--- src/rtl/pattern_pkg.sv ---
// Shared types and sizing helpers for the serial pattern shifter and its divider.
package pattern_pkg;

    typedef enum logic {
        IDLE  = 1'b0,
        SHIFT = 1'b1
    } state_t;

    localparam int DEFAULT_WIDTH = 8;
    localparam int DEFAULT_DIV   = 1;

    // Counter width that holds values 0..n-1, never narrower than one bit.
    function automatic int cnt_width(input int n);
        return (n <= 2) ? 1 : $clog2(n);
    endfunction

endpackage

--- src/rtl/bit_tick_gen.sv ---
// Bit-period divider: counts DIV clock cycles per serial bit and flags the last one.
module bit_tick_gen
    import pattern_pkg::*;
#(
    parameter int DIV = DEFAULT_DIV
)
(
    input  logic clock,
    input  logic reset,
    input  logic clear,
    input  logic hold,
    output logic tick
);

    localparam int            DW       = cnt_width(DIV + 1);
    localparam logic [DW-1:0] DIV_LAST = DW'(DIV - 1);

    logic [DW-1:0] div_cnt;
    logic [DW-1:0] div_cnt_next;
    logic          last_q;

    always_comb begin
        div_cnt_next = div_cnt;
        if (clear) begin
            div_cnt_next = '0;
        end else if (!hold) begin
            div_cnt_next = (div_cnt == DIV_LAST) ? '0 : div_cnt + DW'(1);
        end
    end

    // last_q is a registered look-ahead of "counter sits on its terminal value".
    always_ff @(posedge clock) begin
        if (reset) begin
            div_cnt <= '0;
            last_q  <= (DIV_LAST == '0);
        end else begin
            div_cnt <= div_cnt_next;
            last_q  <= (div_cnt_next == DIV_LAST);
        end
    end

    assign tick = last_q & ~hold;

endmodule

--- src/rtl/serial_pattern_shifter.sv ---
// Serialises a parallel pattern MSB-first onto x_out, DIV cycles per bit,
// with gapless reload, repeat and hold.
module serial_pattern_shifter
    import pattern_pkg::*;
#(
    parameter int   WIDTH      = DEFAULT_WIDTH,
    parameter int   DIV        = DEFAULT_DIV,
    parameter logic IDLE_LEVEL = 1'b0
)
(
    input  logic             clock,
    input  logic             reset,
    input  logic             load_valid,
    output logic             load_ready,
    input  logic [WIDTH-1:0] load_data,
    input  logic             repeat_en,
    input  logic             hold,
    output logic             x_out,
    output logic             x_valid,
    output logic             busy,
    output logic             frame_done
);

    localparam int            BW       = cnt_width(WIDTH);
    localparam logic [BW-1:0] LAST_BIT = BW'(WIDTH - 1);

    state_t           state;
    state_t           state_next;
    logic [WIDTH-1:0] shift_reg;
    logic [WIDTH-1:0] shift_next;
    logic [WIDTH-1:0] copy_reg;
    logic [WIDTH-1:0] copy_next;
    logic [BW-1:0]    bit_cnt;
    logic [BW-1:0]    bit_cnt_next;
    logic             bit_last_q;
    logic             tick;
    logic             tick_clear;
    logic             frame_end;
    logic             accept;
    logic             x_out_next;
    logic             x_valid_next;

    assign tick_clear = (state == IDLE);

    bit_tick_gen #(
        .DIV(DIV)
    ) u_tick (
        .clock(clock),
        .reset(reset),
        .clear(tick_clear),
        .hold (hold),
        .tick (tick)
    );

    // tick already carries ~hold, so a held last cycle is not a frame end.
    assign frame_end  = (state == SHIFT) & bit_last_q & tick;
    assign load_ready = (state == IDLE) | (frame_end & ~repeat_en);
    assign accept     = load_valid & load_ready;
    assign frame_done = frame_end;

    always_comb begin
        state_next   = state;
        shift_next   = shift_reg;
        copy_next    = copy_reg;
        bit_cnt_next = bit_cnt;
        case (state)
            IDLE: begin
                if (accept) begin
                    shift_next   = load_data;
                    copy_next    = load_data;
                    bit_cnt_next = '0;
                    state_next   = SHIFT;
                end
            end
            SHIFT: begin
                if (tick) begin
                    if (bit_last_q) begin
                        bit_cnt_next = '0;
                        if (repeat_en) begin
                            shift_next = copy_reg;
                        end else if (accept) begin
                            shift_next = load_data;
                            copy_next  = load_data;
                        end else begin
                            state_next = IDLE;
                        end
                    end else begin
                        shift_next   = shift_reg << 1;
                        bit_cnt_next = bit_cnt + BW'(1);
                    end
                end
            end
            default: state_next = IDLE;
        endcase
        x_valid_next = (state_next == SHIFT);
        x_out_next   = (state_next == SHIFT) ? shift_next[WIDTH-1] : IDLE_LEVEL;
    end

    always_ff @(posedge clock) begin
        if (reset) begin
            state      <= IDLE;
            shift_reg  <= '0;
            copy_reg   <= '0;
            bit_cnt    <= '0;
            bit_last_q <= 1'b0;
            x_out      <= IDLE_LEVEL;
            x_valid    <= 1'b0;
            busy       <= 1'b0;
        end else begin
            state      <= state_next;
            shift_reg  <= shift_next;
            copy_reg   <= copy_next;
            bit_cnt    <= bit_cnt_next;
            bit_last_q <= (state_next == SHIFT) && (bit_cnt_next == LAST_BIT);
            x_out      <= x_out_next;
            x_valid    <= x_valid_next;
            busy       <= x_valid_next;
        end
    end

endmodule

--- config.mk ---
export PLATFORM = sky130hd
export DESIGN_NAME = serial_pattern_shifter
export DESIGN_NICKNAME = d
export VERILOG_FILES = /design/src/rtl/pattern_pkg.sv /design/src/rtl/bit_tick_gen.sv /design/src/rtl/serial_pattern_shifter.sv
export SDC_FILE = /design/constraint.sdc
export NUM_CORES = 1
export LEC_CHECK = 0
export BUFFER_PORTS_ARGS = -buffer_cell sky130_fd_sc_hd__buf_2
export CAP_MARGIN = 10
export CORE_MARGIN = 4
export CORE_UTILIZATION = 35
export DETAILED_ROUTE_END_ITERATION = 8
export MAX_ROUTING_LAYER = met4
export PLACE_DENSITY = 0.61
export SETUP_SLACK_MARGIN = 0.4
export SYNTH_ARGS = -nofsm -noshare
export SYNTH_HDL_FRONTEND = slang
export SYNTH_SLANG_ARGS = --single-unit
export TNS_END_PERCENT = 10
--- constraint.sdc ---
create_clock -name clock -period 1.2 [get_ports clock]
set_input_delay 0 -clock clock [delete_from_list [all_inputs] [get_ports clock]]
set_output_delay 0 -clock clock [all_outputs]
set_load 0.02 [all_outputs]
## Word-level counts from Yosys, hierarchy flattened

Index checks and enable logic that the tools add are counted.

| operators by class | value |
|---|---|
| muxes and demuxes | 22 |
| reduce and logical (&&, ||, !) cells | 3 |
| bitwise gates (word level) | 11 |
| equality and inequality tests | 4 |
| add/subtract/negate cells | 2 |

Operators with widths:

| kind | number |
|---|---|
| $mux W8 | 8 |
| $pmux W8 S2 | 2 |
| $mux W3 | 3 |
| $mux W1 | 7 |
| $pmux W3 S2 | 1 |
| $and A1 B1 Y1 | 5 |
| $not A1 Y1 | 5 |
| $ne A2 B1 Y1 const B | 2 |
| $add A3 B1 Y3 const B | 1 |
| $eq A3 B3 Y1 const B | 1 |
| $reduce_and A3 Y1 | 1 |
| $ne A2 B2 Y1 const B | 1 |
| $pmux W1 S2 | 1 |
| $reduce_or A2 Y1 | 1 |
| $add A1 B1 Y1 const B | 1 |
| $logic_and A1 B1 Y1 | 1 |
| $or A1 B1 Y1 | 1 |

| storage, ports and cells | value |
|---|---|
| bits in registers | 24 |
| word-level logic and storage cells | 51 |
| output and inout port bits | 5 |
| input bits | 13 |

## Longest topological paths before layout

| depth | value |
|---|---|
| word-level depth | 13 |
| depth in mapped cells | 6 |
| mapped depth without buffers | 5 |

## Modules after synthesis

Synthesis repeated with hierarchy kept, for this count alone.

| unflattened totals | value |
|---|---|
| cells, all modules | 161 |
| area total of the unflattened synthesis | 1328.8 sq um |

Modules (own cells, without submodules):

| module | cells each | instances | area an instance (sq um) | sequential area each (sq um) |
|---|---|---|---|---|
| serial_pattern_shifter | 156 | 1 | 1258.7 | 440.4 |
| bit_tick_gen | 5 | 1 | 70.1 | 40.0 |

## Least setup slack after synthesis

OpenSTA, ideal clock, no wires.

| path | value |
|---|---|
| path type | register to register |
| from | reg state |
| to | reg shift_reg[1] |
| cell stages (with the launch flop) | 7 |
| data arrival time | 1.446 ns |
| setup time | 0.074 ns |
| period minus slack after synthesis | 1.521 ns |
| path slack | -0.321 ns |
| cells stage by stage | dfxtp_1 buf_4 and4b_1 and2_1 buf_6 a22oi_1 a31oi_1 |

| on the way | value |
|---|---|
| cells in the longest elaborated chain, start to end | 10 |
| elaborated cells between the ends (all ways) | 12 |

Ends and longest elaborated chain:

| item | line | RTL |
|---|---|---|
| start, declared | serial_pattern_shifter.sv:27 | `state_t state;` |
| start signal, assigned | serial_pattern_shifter.sv:110 | `state <= state_next;` |
| $and A1 B1 Y1 * (2 in a row) | serial_pattern_shifter.sv:56 | `assign frame_end = (state == SHIFT) & bit_last_q & tick;` |
| via frame_done | serial_pattern_shifter.sv:21 | `output logic frame_done` |
| $and A1 B1 Y1 * | serial_pattern_shifter.sv:57 | `assign load_ready = (state == IDLE) \| (frame_end & ~repeat_en);` |
| $or A1 B1 Y1 * | serial_pattern_shifter.sv:57 |  |
| $and A1 B1 Y1 * | serial_pattern_shifter.sv:58 | `assign accept = load_valid & load_ready;` |
| $mux W8 * | n/a |  |
| $mux W8 (3 in a row) | n/a |  |
| $pmux W8 S2 * | serial_pattern_shifter.sv:66 | `case (state)` |
| end signal, assigned | serial_pattern_shifter.sv:111 | `shift_reg <= shift_next;` |
| end, declared | serial_pattern_shifter.sv:29 | `logic [WIDTH-1:0] shift_reg;` |

Mark *: on every way through the listed nets, which the timed path passes. The rest lies on a longest branch. The select of a mux whose other input is x is not followed.
A chain may end at the register's enable or synchronous reset.

## Final worst setup path

| path | value |
|---|---|
| from | reg u_tick.last_q |
| to | reg copy_reg[7] |

| on the way | value |
|---|---|
| cells in the longest elaborated chain, start to end | 10 |
| elaborated cells between the ends (all ways) | 12 |

Ends and longest elaborated chain:

| item | line | RTL |
|---|---|---|
| start, declared | bit_tick_gen.sv:20 | `logic last_q;` |
| start signal, assigned | bit_tick_gen.sv:35 | `last_q <= (DIV_LAST == '0);` |
| start signal, assigned | bit_tick_gen.sv:38 | `last_q <= (div_cnt_next == DIV_LAST);` |
| $and A1 B1 Y1 * | bit_tick_gen.sv:42 | `assign tick = last_q & ~hold;` |
| $and A1 B1 Y1 | serial_pattern_shifter.sv:56 |  |
| $and A1 B1 Y1 | serial_pattern_shifter.sv:57 |  |
| $or A1 B1 Y1 | serial_pattern_shifter.sv:57 |  |
| $and A1 B1 Y1 | serial_pattern_shifter.sv:58 |  |
| $mux W8 (4 in a row) | n/a |  |
| $pmux W8 S2 | n/a |  |
| end signal, assigned | serial_pattern_shifter.sv:112 | `copy_reg <= copy_next;` |
| end, declared | serial_pattern_shifter.sv:31 | `logic [WIDTH-1:0] copy_reg;` |

Every way passes the cells marked *; elsewhere a longest branch is shown, timed or not. The select of a mux whose other input is x is not followed.

==> results.tsv <==
metric	value	unit
die_h	65.5	um
yosysSeqAreaShare	41.5	%
synth_seq_cells	24	
grt_pass1_wl	5.19	mm
worst-r2r-setup-slack	-0.1	ns
grt_max_degree	22	
crit_type	register to register	
fin_ws	-0.0957	ns
critPathLaunch	u_tick.last_q$_SDFF_PP1_	
htreeDepth	1	
vias	1160	
drc_errors	0	
power	1720	uW
ys.flop_type	dfxtp_1	
peakVddDrop	0.413	mV
grt_pass1_vias	1149	
crit_chain	buf_6 > and4bb_2 > o21ai_4 > buf_6 > nand2_2 > a21oi_2	
cts-root-buf	clkbuf_4	
hpwlAfterDp	2.00	mm
start_kind	register	
worst_slew_pin_slew	0.447	ns
die_w	65.5	um
ant_nets	0	
drv_cap	0	
status	finished with violations	
clock.fmax	772	MHz
finalSetupViolCount	21	
cp_slowest_cell	dfxtp_2	
io_pins	18	
cts_buffers	3	
grt_setup_unrepaired	yes	
antenna_cells	0	
cts_tree	done	
p_leak	0.000692	uW
cts_buffer_depth	2	
slew_viol_final	0	
antenna_found_initial	0	
numClockSinks	24	
critPathMostFrequentCell	buf_6	
violations	negative setup slack	
ys_types	37	
dp.cells	198	
vias_per_cell	5.37	
drt_iter0_markers	36	
slew_headroom	70.2	%
min_period	1.30	ns
nets	187	
r2r_end	copy_reg[7]$_SDFFE_PP0P_	
insertion_delay	0.33	ns
crit_path_end	copy_reg[7]$_SDFFE_PP0P_	
drive_gt1_share	48.3	%
gp_congestion	0.797	
p_per_area	987	mW/mm^2
worstPathRequired	1.47	ns
syn_area	0.00116	mm^2
cpPeakStageDelay	0.36	ns
die-area	0.00429	mm^2
critPathArrivalTime	1.56	ns
post_drt_wl_per_cell	14.5	um
synthCells	129	
post-route-period-util	108	%
syn_avg_cell_area	8.98	um^2
crit_path_max_fanout	6	
path_clk_slew	0.13	ns
overflow	0	
synth_edf_count	0	
ys_warn_count	0	
area_growth_syn_to_layout	50.4	%
r2r-start	u_tick.last_q$_SDFF_PP1_	
rows	20	
reg2reg_depth	6	
firstDrtPassIters	4	
finalNonFillerCells	216	
core_area	0.00310	mm^2
routed_wl	3.13	mm
portBuffers	17	
hold_violations	0	
grt_use_total	16.0	%
start_util	37.3	%
synthArstFlopShare	0	%
hp-class	input pin to register	
end_kind	register	
syn_nets	143	
fin_skew	0.0141	ns
[per-layer routing]
metal  part of all wire, %  GRT usage (%)  vias up
met2                    49           26.0       30
li1                      -              -      559
met1                    46           20.3      560
met5                     0              -        -
met4                   1.9           5.70        0
met3                   3.4           2.05       11
[cell families (layout without fill, tap and decap cells)]
logic type	count (synthesis)	count (layout)	share of synthesized area (%)
compound gates	45	45	25.5
fa+ha+maj	1	1	1.08
buf+inv	13	56	7.02
flops	24	24	41.5
mux	2	2	1.84
simple gates	44	44	23.1
[cell usage in the layout, fill, tap and decap left out, types with 2 or more instances in the layout]
cell type / synthesis / final
dlygate4sd3_1: 0 / 8
inv_1: 4 / 4
nor2_1: 4 / 4
nand3_1: 7 / 7
o21ai_0: 8 / 6
and2_1: 4 / 3
dfxtp_1: 24 / 18
dfxtp_4: 0 / 2
clkbuf_4: 0 / 3
buf_2: 2 / 13
buf_6: 3 / 9
nor3b_1: 3 / 3
o21ai_1: 0 / 2
nand2_2: 0 / 2
nand2_1: 11 / 8
a21oi_2: 0 / 7
nand2b_4: 0 / 2
o21ai_4: 1 / 2
a21oi_1: 15 / 8
a31oi_1: 7 / 7
a21o_1: 2 / 2
dfxtp_2: 0 / 4
a22oi_2: 0 / 6
buf_4: 2 / 16
[timing repair]
action	CTS	global route
hold endpoints to repair	15	0
pin swaps	23	5
buffers inserted	5	1
hold buffers	8	0
setup endpoints to repair	29	29
gates resized for setup	34	10
[worst min-delay path by stage]
stage | from | end | slack [ns] | cells after the start
after floorplan | load_data[2] | copy_reg[2]$_SDFFE_PP0P_ | 0.14 | 2
after global placement | load_data[2] | copy_reg[2]$_SDFFE_PP0P_ | 0.25 | 3
after detailed placement | load_data[2] | copy_reg[2]$_SDFFE_PP0P_ | 0.26 | 3
after CTS | repeat_en | shift_reg[7]$_SDFF_PP0_ | 0.04 | 3
after global routing | repeat_en | shift_reg[7]$_SDFF_PP0_ | 0.08 | 3
final | repeat_en | shift_reg[7]$_SDFF_PP0_ | 0.06 | 3
[synthesized netlist by cell type, types with 2 or more instances]
cell	count	area, um^2
a21o_1	2	15.0
a21oi_1	15	75.1
a22oi_1	6	45.0
a31oi_1	7	43.8
and2_1	4	25.0
and4b_1	2	20.0
buf_2	2	10.0
buf_4	2	15.0
buf_6	3	33.8
clkbuf_1	2	7.51
dfxtp_1	24	480
inv_1	4	15.0
nand2_1	11	41.3
nand2b_1	3	18.8
nand3_1	7	35.0
nor2_1	4	15.0
nor2b_1	2	12.5
nor3b_1	3	22.5
o21ai_0	8	40.0
[report_power, final]
group          internal, uW  switching (uW)
Combinational           170             159
Sequential              834            31.7
Clock                   255             271
Total                  1260             461
[final cells by class]
class                           count  area (um^2)
Tap cell                           44         55.1
Clock buffer                        4         47.5
Inverter                            4         15.0
Timing Repair Buffer               48          402
Multi-Input combinational cell     92          731
Fill cell                         279         1360
Sequential cell                    24          493
[per-stage QoR]
stage	setup slack, ns	instance area [um^2]	hold WS [ns]	TNS [ns]	utilization [%]
finish	-0.0957	1740	0.0645	-1.43	56.2
global route	-0.167	1740	0.0799	-2.84	56.2
CTS	-0.0910	1700	0.0394	-0.973	54.9
detailed placement	-0.125	1410	0.259	-1.25	45.4
global placement	-0.105	1410	0.253	-0.928	45.4
floorplan	-0.178	1200	0.144	-1.64	-
[critical path: cells and delay by family, from the launching register on]
kind	cells	cell delay, ns
flops	1	0.36
simple gates	2	0.30
buf+inv	2	0.29
compound gates	2	0.29
No activity file was read; power rests on OpenSTA's default activity.
